`config.mk`:
```
export PLATFORM = sky130hd
export DESIGN_NAME = a4_sync_filter
export DESIGN_NICKNAME = d
export VERILOG_FILES = /design/src/rtl/a4_filt_pkg.sv /design/src/rtl/a4_sync_chain.sv /design/src/rtl/a4_sync_filter.sv
export SDC_FILE = /design/constraint.sdc
export NUM_CORES = 1
export LEC_CHECK = 0
export ABC_AREA = 1
export CORE_MARGIN = 1
export CORE_UTILIZATION = 28
export DETAILED_ROUTE_END_ITERATION = 8
export HOLD_SLACK_MARGIN = 0.08
export PLACE_DENSITY = 0.54
export SLEW_MARGIN = 15
export SYNTH_ARGS = -nofsm -noshare
export SYNTH_HDL_FRONTEND = slang
export SYNTH_SLANG_ARGS = --single-unit
export TNS_END_PERCENT = 5
```
`constraint.sdc`:
```
create_clock -name ck -period 2.65 [get_ports ck]
set_input_delay 0.53 -clock ck [delete_from_list [all_inputs] [get_ports ck]]
set_output_delay 0.53 -clock ck [all_outputs]
set_load 0.05 [all_outputs]
```
`src/rtl/a4_filt_pkg.sv`:
```
// Shared types and defaults for the filtered AND-gate qualifier macros.
// The state encoding keeps the filtered level in bit 1, so q is a plain wire off the state register.
package a4_filt_pkg;

  typedef enum logic [1:0] {
    IDLE_LO = 2'b00,
    PEND_HI = 2'b01,
    IDLE_HI = 2'b11,
    PEND_LO = 2'b10
  } a4_filt_state_t;

  localparam int A4F_SYNC_DEF = 2;
  localparam int A4F_FILT_DEF = 4;

endpackage

```
`src/rtl/a4_sync_chain.sv`:
```
// Multi-flop synchronizer for one asynchronous bit; latency DEPTH edges, no flow control.
// Async active-low reset clears every stage to 0.
module a4_sync_chain #(
  parameter int DEPTH = 2
) (
  input  logic ck,
  input  logic nrst,
  input  logic i_d,
  output logic o_q
);

  logic [DEPTH-1:0] r_chain;

  always_ff @(posedge ck or negedge nrst) begin
    if (!nrst) begin
      r_chain <= '0;
    end else begin
      r_chain <= {r_chain[DEPTH-2:0], i_d};
    end
  end

  assign o_q = r_chain[DEPTH-1];

endmodule

```
`src/rtl/a4_sync_filter.sv`:
```
// Synchronizes the 4-input AND of async qualifiers and debounces it over FILT_CYCLES edges.
// A held change reaches q after SYNC_STAGES+FILT_CYCLES edges; no backpressure, en=0 aborts qualification.
module a4_sync_filter
  import a4_filt_pkg::*;
#(
  parameter int SYNC_STAGES = A4F_SYNC_DEF,
  parameter int FILT_CYCLES = A4F_FILT_DEF
) (
  input  logic ck,
  input  logic nrst,
  input  logic i0,
  input  logic i1,
  input  logic i2,
  input  logic i3,
  input  logic en,
  output logic q,
  output logic q_rise,
  output logic q_fall,
  output logic pend
);

  localparam int             CNT_W    = $clog2(FILT_CYCLES + 1);
  localparam logic [CNT_W-1:0] CNT_LAST = CNT_W'(FILT_CYCLES - 1);
  localparam logic [CNT_W-1:0] CNT_ONE  = CNT_W'(1);

  logic           w_raw;
  logic           w_s;
  a4_filt_state_t r_state;
  a4_filt_state_t w_state_nxt;
  logic [CNT_W-1:0] r_cnt;
  logic [CNT_W-1:0] w_cnt_nxt;
  logic           r_rise;
  logic           r_fall;
  logic           r_pend;
  logic           w_rise_nxt;
  logic           w_fall_nxt;

  // Only the combined AND crosses the domain; the individual inputs never touch a flop.
  assign w_raw = i0 & i1 & i2 & i3;

  a4_sync_chain #(
    .DEPTH (SYNC_STAGES)
  ) u_sync (
    .ck   (ck),
    .nrst (nrst),
    .i_d  (w_raw),
    .o_q  (w_s)
  );

  always_ff @(posedge ck or negedge nrst) begin
    if (!nrst) begin
      r_state <= IDLE_LO;
      r_cnt   <= '0;
    end else begin
      r_state <= w_state_nxt;
      r_cnt   <= w_cnt_nxt;
    end
  end

  always_comb begin
    w_state_nxt = r_state;
    w_cnt_nxt   = r_cnt;
    if (!en) begin
      // A disabled filter drops any partial qualification and falls back to the current level.
      w_cnt_nxt = '0;
      if (r_state == PEND_HI) w_state_nxt = IDLE_LO;
      if (r_state == PEND_LO) w_state_nxt = IDLE_HI;
    end else begin
      case (r_state)
        IDLE_LO: begin
          if (w_s) begin
            if (FILT_CYCLES == 1) begin
              w_state_nxt = IDLE_HI;
            end else begin
              w_state_nxt = PEND_HI;
              w_cnt_nxt   = CNT_ONE;
            end
          end
        end
        PEND_HI: begin
          if (!w_s) begin
            w_state_nxt = IDLE_LO;
            w_cnt_nxt   = '0;
          end else if (r_cnt == CNT_LAST) begin
            w_state_nxt = IDLE_HI;
            w_cnt_nxt   = '0;
          end else begin
            w_cnt_nxt = r_cnt + CNT_ONE;
          end
        end
        IDLE_HI: begin
          if (!w_s) begin
            if (FILT_CYCLES == 1) begin
              w_state_nxt = IDLE_LO;
            end else begin
              w_state_nxt = PEND_LO;
              w_cnt_nxt   = CNT_ONE;
            end
          end
        end
        PEND_LO: begin
          if (w_s) begin
            w_state_nxt = IDLE_HI;
            w_cnt_nxt   = '0;
          end else if (r_cnt == CNT_LAST) begin
            w_state_nxt = IDLE_LO;
            w_cnt_nxt   = '0;
          end else begin
            w_cnt_nxt = r_cnt + CNT_ONE;
          end
        end
        default: begin
          w_state_nxt = IDLE_LO;
          w_cnt_nxt   = '0;
        end
      endcase
    end
  end

  always_comb begin
    w_rise_nxt = w_state_nxt[1] & ~r_state[1];
    w_fall_nxt = ~w_state_nxt[1] & r_state[1];
  end

  always_ff @(posedge ck or negedge nrst) begin
    if (!nrst) begin
      r_rise <= 1'b0;
      r_fall <= 1'b0;
      r_pend <= 1'b0;
    end else begin
      r_rise <= w_rise_nxt;
      r_fall <= w_fall_nxt;
      r_pend <= (w_cnt_nxt != '0);
    end
  end

  assign q      = r_state[1];
  assign q_rise = r_rise;
  assign q_fall = r_fall;
  assign pend   = r_pend;

endmodule

```
# After elaboration in Yosys (flattened, before gate mapping)
# Cells that the tools add are included.
[classes] addsub=1 n_eq_ne=8 muxes=17 n_bitwise=7 n_reduce_logical=4
[ops] cell="two-way mux 2 bit" n=9
[ops] cell="two-way mux 3 bit" n=6
[ops] cell="one-hot mux 3 bit (4 select lines)" n=1
[ops] cell="one-hot mux 2 bit (4 select lines)" n=1
[ops] cell="nonzero test 3 bit" n=2
[ops] cell="bitwise AND 1 bit" n=5
[ops] cell="AND reduction 5 bit" n=1
[ops] cell="== test 2 bit, second input constant" n=2
[ops] cell="inequality test 4 x 2 -> 1 bit, second input constant" n=1
[ops] cell="inequality test 4 bit, second input constant" n=1
[ops] cell="adder 3 x 1 -> 3 bit, second input constant" n=1
[ops] cell="== test 3 x 2 -> 1 bit, second input constant" n=1
[ops] cell="inequality test 3 x 2 -> 1 bit, second input constant" n=1
[ops] cell="inequality test 3 bit, second input constant" n=1
[ops] cell="== test 2 x 1 -> 1 bit, second input constant" n=1
[ops] cell="logical NOT 2 bit" n=1
[ops] cell="inverter 1 bit" n=2
[totals] regBits=10 input_bits=7 out_inout_bits=4 wordCells=44

# Depth between registers and ports, before layout
[depth] word_depth=7 mapped_depth=10 ltp_nobuf=9

# Hierarchy
# A second synthesis with hierarchy kept.
[unflattened] cells_unflattened=86 area_unflattened_um2=598.1
[modules_own_cells] mod="a4_sync_filter" instances=1 cells_each=84 area_each_um2=548.0
[modules_own_cells] mod="a4_sync_chain" instances=1 cells_each=2 area_each_um2=50.0

# Worst setup path before layout
# No wires, ideal clock.
[synth_timing] path_type="reg-to-reg" start="reg r_state[1]" end="reg r_pend, in the netlist pend" arrival_time_ps=1280 required_time_ps=2532 path_slack_ps=1252 stages_incl_launch_ff=8 synth_period_minus_slack_ps=1398 cell_sequence="dfrtp_1 -> nor2_2 -> nand2_2 -> nand2_2 -> nand2_2 -> nand2_2 -> a21oi_2 -> nand2_1"
[synth_between] elab_chain_len=4 word_cells_on_any_way=7 classes_between="3 x eq/ne; 2 x mux; 2 x reduce/logical"
[synth_rtl] element="start, declared" line="a4_sync_filter.sv:28" rtl="a4_filt_state_t r_state;"
[synth_rtl] element="start signal, assigned" line="a4_sync_filter.sv:55" rtl="r_state <= w_state_nxt;"
[synth_rtl] element="== test 2 bit (tied with other cells)" line="a4_sync_filter.sv:69" rtl="case (r_state)"
[synth_rtl] element="one-hot mux 3 bit (4 select lines) (*)" line="a4_sync_filter.sv:69"
[synth_rtl] element="two-way mux 3 bit (*)" line="a4_sync_filter.sv:63" rtl="if (!en) begin"
[synth_rtl] element="nonzero test 3 bit (*)" line="a4_sync_filter.sv:133" rtl="r_pend <= (w_cnt_nxt != '0);"
[synth_rtl] element="end signal, assigned" line="a4_sync_filter.sv:133"
[synth_rtl] element="end, declared" line="a4_sync_filter.sv:34" rtl="logic r_pend;"
# Every way passes the cells marked *; elsewhere a longest branch is shown, timed or not.
# A chain may end at the register's enable or synchronous reset.

# Worst setup path after layout
[layout_timing] start="reg r_state[1]" end="out q"
[layout_lines] element="end, declared" line="a4_sync_filter.sv:16" rtl="output logic q,"
# No word-level cell between the ends.

==> run_results.csv <==
group,metric,value,unit
synth,ys.flop_type,"dfrtp_1",
critical_path,crit_slowest_cell,"clkdlybuf4s50_1",
routing,wl,1080,µm
clock_network,postCtsSetupBuffers,0,
synth,yosys_warnings,0,
routing,vias_per_cell,4.26,
synth,synth_top_area_cell,"dfrtp_1",
place,placed_cell_area,686,µm²
flow_run,drv_cap,0,
die,die_w,46.9,µm
cells_and_area,fin_util,40.1,%
synth,yosysMostFrequentCell,"nand2_1",
critical_path,cp.depth,1,
routing,ant_nets,0,
pwr,p_leak,0.000355,µW
die,core_area,1800,µm²
die,die_area,2200,µm²
synth,synth_cell_type_count,17,
synth,ys_ff_latch,10,
global_route,grt_pass1_wl,1850,µm
cells_and_area,antenna_cells,0,
cells_and_area,drive_gt1_share,23.0,%
global_route,grt_overflow_total,0,
clock_network,hold_buffers,0,
cells_and_area,final_nets,96,
sta,setup_slack,505,ps
critical_path,rr_worst_depth,7,
routing,drc,0,
critical_path,slowest_delay,860,ps
routing,drt_iter0_drc,4,
routing,vias,477,
routing,routedWlPerCell,9.63,µm
sta,finClkSkew,3.74,ps
critical_path,crit_path_start_kind,"flip-flop",
synth,synthArstFlopShare,100,%
clock_network,htreeDepth,1,
cells_and_area,area_delta_synth_final,27.7,%
clock_network,clkLatencyLatePin,260,ps
critical_path,crit_type,"flip-flop to output port",
sta,setup_viol,0,
synth,synthesis.nets,82,
synth,netlist.area_leader.share,44.2,%
critical_path,end_kind,"output port",
routing,drt_pass1_iterations,3,
global_route,grt_pass1_vias,444,
die,pin_count,11,
critical_path,cp_data_arrival_time,1610,ps
place,dp.cells,108,
synth,yosysSeqAreaShare,44.2,%
sta,relSlewSlack,67.2,%
sta,finalCritPeriodShare,80.9,%
synth,synthTopCellsByArea,"dfrtp_1, nand2_1, nand2_2",
cells_and_area,register_area,250,µm²
die,die_y,46.9,µm
cells_and_area,multi_input_area,263,µm²
clock_network,clk_pin_slew,70,ps
place,portBuffers,10,
sta,rsz0062_at_grt,"no",
clock_network,postCtsResizedCells,0,
outcome,status,"finished, final reports clean",
die,floorplan.initialDensity,31.4,%
sta,tns,0,ps
synth,synthTopCellsByCount,"nand2_1, dfrtp_1, nor2_1",
critical_path,worstPathRequired,2120,ps
place,pre_cts_ws,782,ps
die,rows,15,
critical_path,crit_chain,"clkdlybuf4s50_1",
clock_network,cts_sinks,10,
cells_and_area,design_area,722,µm²
min_path,hp-class,"flip-flop to flip-flop",
pwr,power.density,816,nW/µm²
global_route,track_usage,12.6,%
critical_path,critPathMaxFanout,8,
global_route,antenna_found_initial,0,
sta,hold_viol,0,
pwr,irDropWorstVdd,305,µV
synth,synth_area,566,µm²
min_path,hold_depth,0,
cells_and_area,fillers,205,
sta,clock.fmax,466,MHz
clock_network,cts_made_buffers,3,
synth,syn_area_per_cell,7.64,µm²
critical_path,cpLargestDelayFamily,"buffers and inverters",
critical_path,path_buf_inv,1,
clock_network,cts_tree,"done",
synth,synth-edff-count,0,
sta,min_period,2140,ps
sta,worst_slew_pin_slew,491,ps
sta,maxSlewViolCount,0,
cells_and_area,finalNonFillerCells,112,
global_route,grt_max_degree,11,
place,routabilityCongestion,0.849,
place,hpwl,871,µm
clock_network,cts-root-buf,"clkbuf_4",
clock_network,cts_buffer_depth,2,
synth,synthCells,74,
==> where the power goes <==
part           switching, µW  internal [µW]  leakage, µW  total, µW
Sequential              41.4            179     0.000134        221
Combinational            154           82.1     0.000201        236
Clock                   48.9           83.2    0.0000210        132
Total                    245            345     0.000355        589
==> final timing paths <==
kind,start,to,slack (ps)
max,r_state[1],q,510
min,u_sync.r_chain[0],u_sync.r_chain[1],350
max reg2reg,r_cnt[0],q_fall,1280
min reg2reg,u_sync.r_chain[0],u_sync.r_chain[1],350
max in group asynchronous,nrst,r_cnt[1],1730
min in group asynchronous,nrst,u_sync.r_chain[1],590
==> kinds of logic (layout without fill, tap and decap cells) <==
logic type                 count (synthesis)  in the layout  synth area share, %
adders and majority gates                  1              1                 2.21
AOI/OAI and AO/OA                         10             10                 10.4
DFF                                       10             10                 44.2
buffers and inverters                     12             25                 9.29
and+or+nand+nor                           41             41                 33.8
==> placed cells by master, fill, tap and decap left out <==
cell	netlist	routed
clkdlybuf4s50_1	0	10
clkbuf_4	0	3
nand3_2	1	1
nor2_2	2	2
nor2_1	10	10
dfrtp_1	10	10
nand2_1	15	15
a21oi_1	4	4
inv_2	4	4
o211ai_1	1	1
nor3_1	1	1
o22ai_1	2	2
nand2_2	8	8
inv_1	7	7
o21ai_1	2	2
nand3_1	4	4
clkbuf_8	0	1
a21oi_2	1	1
ha_1	1	1
==> flip-flops by register name (all words and copies together) (netlist names) <==
name / count
r_cnt: 3
r_state: 2
q_fall: 1
q_rise: 1
pend: 1
u_sync.r_chain: 2
==> routing by layer <==
| metal | GRT usage (%) | vias up | wire length [µm] |
|---|---|---|---|
| li1 | - | 258 | - |
| met1 | 17.9 | 209 | 578 |
| met2 | 18.1 | 8 | 454 |
| met3 | 2.31 | 2 | 34 |
| met4 | 6.86 | 0 | 10 |
| met5 | 0 | - | 0 |
==> through the flow <==
stage | power (µW) | hold slack (ps)
floorplan | 407 | 234
global placement | 460 | 336
detailed placement | 460 | 340
CTS | 599 | 357
global route | 637 | 369
finish | 589 | 351
==> layout make-up <==
type	instances	share of cell area (%)
inverters	11	5.72
flip-flops and latches	10	34.7
repair buffers	10	13.9
well taps	25	4.33
clock buffers	4	5.03
multi-input cells	52	36.4
(Power assumes the default switching activity.)
